===== src/rtl/humandet_blob_tx.sv =====
// humandet_blob_tx: streams one frame of NBEAT activation words from RAM into the
// human-detection post processor (init pulse, then NBEAT o_we/o_dout beats).
module humandet_blob_tx #(
    parameter int NUM_LAYER = 4,
    parameter int ADDR_W    = 12,
    parameter int GAP       = 0
) (
    input  logic              clk,
    input  logic              rst,
    input  logic              start,
    input  logic [ADDR_W-1:0] base_addr,
    input  logic              i_hold,
    output logic              rd_en,
    output logic [ADDR_W-1:0] rd_addr,
    input  logic [15:0]       rd_data,
    output logic              o_init,
    output logic              o_we,
    output logic [15:0]       o_dout,
    output logic              busy,
    output logic              done
);
    localparam int NBEAT = (NUM_LAYER == 4) ? 384 : 96;

    typedef enum logic [2:0] {IDLE, INIT, READ, DRAIN, DONE} state_t;

    state_t            state, state_nx;
    logic [11:0]       idx;
    logic [3:0]        gap_cnt;
    logic [ADDR_W-1:0] base;
    logic              we_d1;
    logic              last;

    assign last    = idx == 12'(NBEAT - 1);
    assign rd_en   = state == READ && !i_hold && gap_cnt == 4'd0;
    assign rd_addr = rd_en ? base + ADDR_W'(idx) : '0;
    assign o_init  = state == INIT;
    assign busy    = state != IDLE;
    assign done    = state == DONE;

    always_comb begin
        state_nx = state;
        case (state)
            IDLE:    state_nx = start ? INIT : IDLE;
            INIT:    state_nx = READ;
            READ:    state_nx = (rd_en && last) ? DRAIN : READ;
            // the last beat leaves the pipe when o_we is up and nothing follows it
            DRAIN:   state_nx = (o_we && !we_d1) ? DONE : DRAIN;
            DONE:    state_nx = IDLE;
            default: state_nx = IDLE;
        endcase
    end

    always_ff @(posedge clk or posedge rst) begin
        if (rst) begin
            state   <= IDLE;
            idx     <= '0;
            gap_cnt <= '0;
            base    <= '0;
            we_d1   <= 1'b0;
            o_we    <= 1'b0;
            o_dout  <= '0;
        end else begin
            state <= state_nx;
            we_d1 <= rd_en;
            o_we  <= we_d1;
            if (we_d1)
                o_dout <= rd_data;
            if (state == IDLE && start) begin
                base    <= base_addr;
                idx     <= '0;
                gap_cnt <= '0;
            end else if (rd_en) begin
                idx     <= idx + 12'd1;
                gap_cnt <= 4'(GAP);
            end else if (gap_cnt != 4'd0) begin
                gap_cnt <= gap_cnt - 4'd1;
            end
        end
    end
endmodule

===== config.mk =====
export PLATFORM = sky130hd
export DESIGN_NAME = humandet_blob_tx
export DESIGN_NICKNAME = d
export VERILOG_FILES = /design/src/rtl/humandet_blob_tx.sv
export SDC_FILE = /design/constraint.sdc
export NUM_CORES = 1
export LEC_CHECK = 0
export BUFFER_PORTS_ARGS = -buffer_cell sky130_fd_sc_hd__buf_2
export CAP_MARGIN = 20
export CELL_PAD_IN_SITES_DETAIL_PLACEMENT = 1
export CELL_PAD_IN_SITES_GLOBAL_PLACEMENT = 1
export CORE_MARGIN = 1.5
export CORE_UTILIZATION = 35
export DETAILED_ROUTE_END_ITERATION = 8
export GPL_ROUTABILITY_DRIVEN = 0
export PLACE_DENSITY = 0.73
export SYNTH_ARGS = -nofsm -noshare
export SYNTH_HDL_FRONTEND = slang
export SYNTH_SLANG_ARGS = --single-unit

===== constraint.sdc =====
create_clock -name clk -period 2.2 [get_ports clk]
set_input_delay 0.11 -clock clk [delete_from_list [all_inputs] [get_ports clk]]
set_output_delay 0.11 -clock clk [all_outputs]
set_load 0.02 [all_outputs]

=== Yosys cells after proc, flatten, opt, wreduce, memory -nomap -nowiden ===
Cells that the tools add are included.

* Register bits: 49
* Input bits: 32

* Add/sub/neg operators: 3
* Equality and inequality tests: 5
* Mux-type cells: 10
* Reductions and logical operators: 13

{| class="wikitable"
|+ Operator list
! cell !! number
|-
| $mux 12 || 3
|-
| $add 12x1->12 const B || 1
|-
| $add 12x12->12 || 1
|-
| $eq 12x9->1 const B || 1
|-
| $mux 4 || 3
|-
| $pmux 3 s4 || 1
|-
| $eq 3x2->1 const B || 2
|-
| $reduce_bool 3->1 || 2
|-
| $logic_and 1x1->1 || 5
|-
| $logic_not 4->1 || 1
|-
| $reduce_bool 4->1 || 1
|-
| $sub 4x1->4 const B || 1
|-
| $eq 3x1->1 const B || 1
|-
| $eq 3x3->1 const B || 1
|-
| $logic_not 3->1 || 1
|-
| $mux 3 || 1
|-
| $logic_not 1->1 || 2
|-
| $mux 1 || 2
|-
| $reduce_bool 2->1 || 1
|}

=== Logic depth before layout (Yosys ltp) ===
* Depth in word-level cells: 6
* Depth in mapped cells: 8
* Mapped depth without buffers: 8

=== Worst setup path after synthesis ===
Ideal clock, no wire load.

* Kind: reg2out
* Start: reg idx[0]
* End: out rd_addr[8]
* Arrival time: 2,073 ps
* Slack: 17 ps
* Cell stages (with the launch flop): 8
* Buffers on the path: 0
* Cell sequence: dfrtp_1 > ha_1 > fa_1 > a211oi_1 > o21ai_0 > a31oi_1 > xor2_1 > nor2_1

* Longest elaborated chain between the ends: 2

{| class="wikitable"
|+ Ends and longest elaborated chain
! what !! RTL line !! source
|-
| start, declared || 27 || <nowiki>logic [11:0] idx;</nowiki>
|-
| start signal, assigned || 73 || <nowiki>idx <= idx + 12'd1;</nowiki>
|-
| $add 12x12->12 || 35 || <nowiki>assign rd_addr = rd_en ? base + ADDR_W'(idx) : '0;</nowiki>
|-
| $mux 12 || 35 ||
|-
| end, declared || 14 || <nowiki>output logic [ADDR_W-1:0] rd_addr,</nowiki>
|}

No other way between the ends.

=== Worst setup path in the final report ===
Same ends and word-level chain as after synthesis.

==> flow_summary.ini <==
[detailed_routing]
route.vias.total = 2162
drc = 0
drtAntennaViolNets = 0
drt-initial-drc-count = 88
finalWirelength_mm = 6.57
via_per_inst = 5.05
drt_pass_1_iters = 4
wl_per_cell_um = 15.4

[sta]
rsz0062_at_grt = true
clock-skew-final_ns = 0.00794
slew_violations = 0
timing.final.ws_setup_ns = -0.182
max_clock_freq_mhz = 420
timing.slew.headroom_pct = 53.8
post-route-min-period_ns = 2.38
timing_worst_slew_pin_value_ns = 0.693
finalHoldViolations = 0
fin_crit_sh_pct = 108
setup-tns-final_ns = -0.571
setup-violations-final = 4

[placement]
place.detailed.hpwl_mm = 4.73
placed_cell_area_mm2 = 0.00314
dp_worst_setup_slack_ns = -0.141
io_buffers = 64

[logic_synthesis]
simple_gate_share_of_the_synthesized_area_pct = 17.1
synth_adder_area_share_pct = 6.97
synth_sequential_area_ratio_pct = 46.8
yosysWarningCount = 0
postSynthCellCount = 240
netlist_area_mm2 = 0.00262
avgSynthCellArea_um2 = 10.9
compound_gate_portion_of_the_synthesized_area_pct = 8.35
mux_contribution_to_synthesized_area_pct = 12.9
synth-seq-cells = 49
mappedNetlistNets = 286
post_synth_xor_area_fraction_pct = 5.68
main_combinational_cell_family_by_area_after_synthesis = simple AND/OR/NAND/NOR gates
ys_types = 38

[cts]
cts_buffers = 5
cts.path.max_buffers = 2
clock_latency_on_the_worst_skew_pair_ns = 0.30
cts_sinks = 49
clk_root_buffer_cell = sky130_fd_sc_hd__clkbuf_8
cts_tree = done
h-tree-depth = 2
clock_transition_at_the_register_clock_pins_on_the_worst_setup_and_hold_paths_after_cts_ns = 0.10

[global_route]
grtUsageTotal_pct = 18.0
first_pass_grt_wire_length_mm = 11.0
via_count_of_the_first_global_routing_pass = 2309
maximum_number_of_pins_on_one_net_before_global_route_repair = 28
grt_antenna_before_repair = 0
gr-total-overflow = 0

[floorplan]
fp.dieArea_mm2 = 0.00802
initial_core_util_pct = 36.1
core_area_mm2 = 0.00725
core.rowCount = 31
pin_count = 65
die_w_um = 89.5
chipHeight_um = 89.5

[power_and_ir_drop]
ir_worst_vdd_v = 0.000730
p_leak_nw = 1.62
total_power_density_per_cell_area_mw_per_mm2 = 1240

[critical_path]
critical_path.max_fanout = 3
cp_data_arrival_time_ns = 2.27
endpoint_kind = output port
critPathLaunchType = register
worst-endpoint-required_ns = 2.09
critical_path_class = register to output port
r2r.worst_path.cells = 8

[cells_and_area]
final_area_mm2 = 0.00351
antenna_cells_inserted = 0
final_nets = 374
area_growth_syn_to_layout_pct = 34.1
drive_above_1_share_pct = 48.3
finalCoreUtilization_pct = 48.5

[worst_hold_path]
worst_hold_path_type = primary input to register
holdPathStages = 2

[run_status]
run_status = finished with violations
failed_checks = setup timing

[run]
cap_violations = 0
-- cell usage after synthesis --
library cell,count,share of area [%]
sky130_fd_sc_hd__nand2b_1,1,0.24
sky130_fd_sc_hd__nor3b_1,2,0.57
sky130_fd_sc_hd__o21ai_0,9,1.7
sky130_fd_sc_hd__a21oi_1,15,2.9
sky130_fd_sc_hd__nor2_8,1,0.76
sky130_fd_sc_hd__a211oi_1,4,1.1
sky130_fd_sc_hd__inv_1,7,1.0
sky130_fd_sc_hd__mux2_2,30,13
sky130_fd_sc_hd__xnor2_1,5,1.7
sky130_fd_sc_hd__buf_2,1,0.19
sky130_fd_sc_hd__fa_1,1,0.76
sky130_fd_sc_hd__xor2_1,12,4.0
sky130_fd_sc_hd__clkbuf_1,2,0.29
sky130_fd_sc_hd__nand4_1,6,1.4
sky130_fd_sc_hd__a22o_1,1,0.33
sky130_fd_sc_hd__nand3_1,5,0.95
sky130_fd_sc_hd__or3_4,1,0.43
sky130_fd_sc_hd__inv_2,1,0.14
sky130_fd_sc_hd__o31a_1,1,0.33
sky130_fd_sc_hd__or3_1,2,0.48
sky130_fd_sc_hd__dfrtp_1,49,47
sky130_fd_sc_hd__ha_1,13,6.2
sky130_fd_sc_hd__or2_2,1,0.24
sky130_fd_sc_hd__nand4_2,1,0.48
sky130_fd_sc_hd__nor2_1,30,4.3
sky130_fd_sc_hd__buf_4,2,0.57
sky130_fd_sc_hd__nor3b_4,1,0.72
sky130_fd_sc_hd__and4_1,2,0.67
sky130_fd_sc_hd__nor2b_1,1,0.24
sky130_fd_sc_hd__and3_1,3,0.72
sky130_fd_sc_hd__o2111ai_1,2,0.67
sky130_fd_sc_hd__and2b_1,1,0.29
sky130_fd_sc_hd__nor3_1,7,1.3
sky130_fd_sc_hd__and2_1,4,0.95
sky130_fd_sc_hd__nand2_1,10,1.4
sky130_fd_sc_hd__a21o_1,2,0.57
sky130_fd_sc_hd__a31oi_1,3,0.72
sky130_fd_sc_hd__nor4b_4,1,0.91
-- report_power, final --
| group | switching (mW) | internal [mW] | leakage, nW | total (mW) |
|---|---|---|---|---|
| sequential | 0.291 | 1.24 | 0.605 | 1.54 |
| combinational | 1.13 | 1.16 | 0.975 | 2.29 |
| clock | 0.317 | 0.226 | 0.0445 | 0.544 |
| total | 1.74 | 2.63 | 1.62 | 4.37 |
-- kinds of logic (layout without fill, tap and decap cells) --
logic type | Yosys count | count (layout)
fa+ha+maj | 14 | 14
xor+xnor | 17 | 17
flops | 49 | 49
compound gates | 37 | 37
simple gates | 80 | 80
buf+inv | 13 | 102
mux | 30 | 30
-- per-layer routing --
layer	part of all wire (%)	track usage, %	wire (µm)	vias up
li1	-	-	-	1026
met1	44	22.3	2900	1068
met2	50	31.4	3310	58
met3	4.1	3.79	272	10
met4	1.5	5.17	97	0
met5	0	0	0	-
-- flip-flops by register name, indices dropped and copies added (netlist names) --
| register | count |
|---|---|
| we_d1 | 1 |
| idx | 12 |
| state | 3 |
| o_we | 1 |
| base | 12 |
| o_dout | 16 |
| gap_cnt | 4 |
-- critical path, stage by stage, from the launching register on --
cell	delay (ns)
sky130_fd_sc_hd__dfrtp_1	0.40
sky130_fd_sc_hd__ha_2	0.21
sky130_fd_sc_hd__fa_2	0.40
sky130_fd_sc_hd__a211oi_4	0.28
sky130_fd_sc_hd__o21ai_2	0.10
sky130_fd_sc_hd__a31oi_1	0.23
sky130_fd_sc_hd__xor2_1	0.17
sky130_fd_sc_hd__nor2_1	0.05
sky130_fd_sc_hd__buf_2	0.15
-- layout make-up --
cell class              instances  area [µm²]
fillers                       842        3740
repair buffers                 86         505
multi-input cells             178        1530
clock buffers                   5        68.8
well taps                      99         124
inverters                       8        30.0
clock inverters                 3        21.3
flip-flops and latches         49        1230
-- final timing paths --
path | startpoint | end | slack [ns]
min in group asynchronous | rst | o_dout[8]$_DFFE_PP0P_ | 0.41
max | idx[0]$_DFFE_PP0P_ | rd_addr[8] | -0.18
max in group asynchronous | rst | idx[8]$_DFFE_PP0P_ | 1.18
min | base_addr[11] | base[11]$_DFFE_PP0P_ | 0.03
max reg2reg | gap_cnt[0]$_DFFE_PP0P_ | idx[9]$_DFFE_PP0P_ | 0.39
min reg2reg | o_dout[12]$_DFFE_PP0P_ | o_dout[12]$_DFFE_PP0P_ | 0.51
-- repair_timing --
item | 4_1_cts | 5_1_grt
setup buffers | 4 | 7
gates resized for setup | 26 | 16
setup endpoints to repair | 8 | 7
hold endpoints to repair | 25 | 0
pin swaps | 13 | 11
hold buffers | 1 | 0
-- stage by stage --
| step | cells | total power, mW | hold slack, ns |
|---|---|---|---|
| finish | 428 | 4.37 | 0.0284 |
| global route | 428 | 4.68 | 0.0183 |
| CTS | 423 | 4.27 | 0.0154 |
| detailed placement | 411 | 3.40 | 0.213 |
| global placement | 411 | 3.32 | 0.201 |
| floorplan | 240 | 2.76 | 0.262 |
-- layout by cell type, fill, tap and decap left out, drive strengths merged, types with 2 or more instances in the layout --
cell type | Yosys | routed
a21o | 2 | 2
clkbuf | 2 | 5
a31oi | 3 | 3
a21oi | 15 | 15
o2111ai | 2 | 2
ha | 13 | 13
and3 | 3 | 3
and4 | 2 | 2
inv | 8 | 9
nand2 | 10 | 10
nor3 | 7 | 7
dfrtp | 49 | 49
nand3 | 5 | 5
or3 | 3 | 3
nor2 | 31 | 31
and2 | 4 | 4
buf | 3 | 85
nand4 | 7 | 7
a211oi | 4 | 4
mux2 | 30 | 30
nor3b | 3 | 3
o21ai | 9 | 9
xnor2 | 5 | 5
xor2 | 12 | 12
Note: power is estimated with default switching activity, not from simulation.
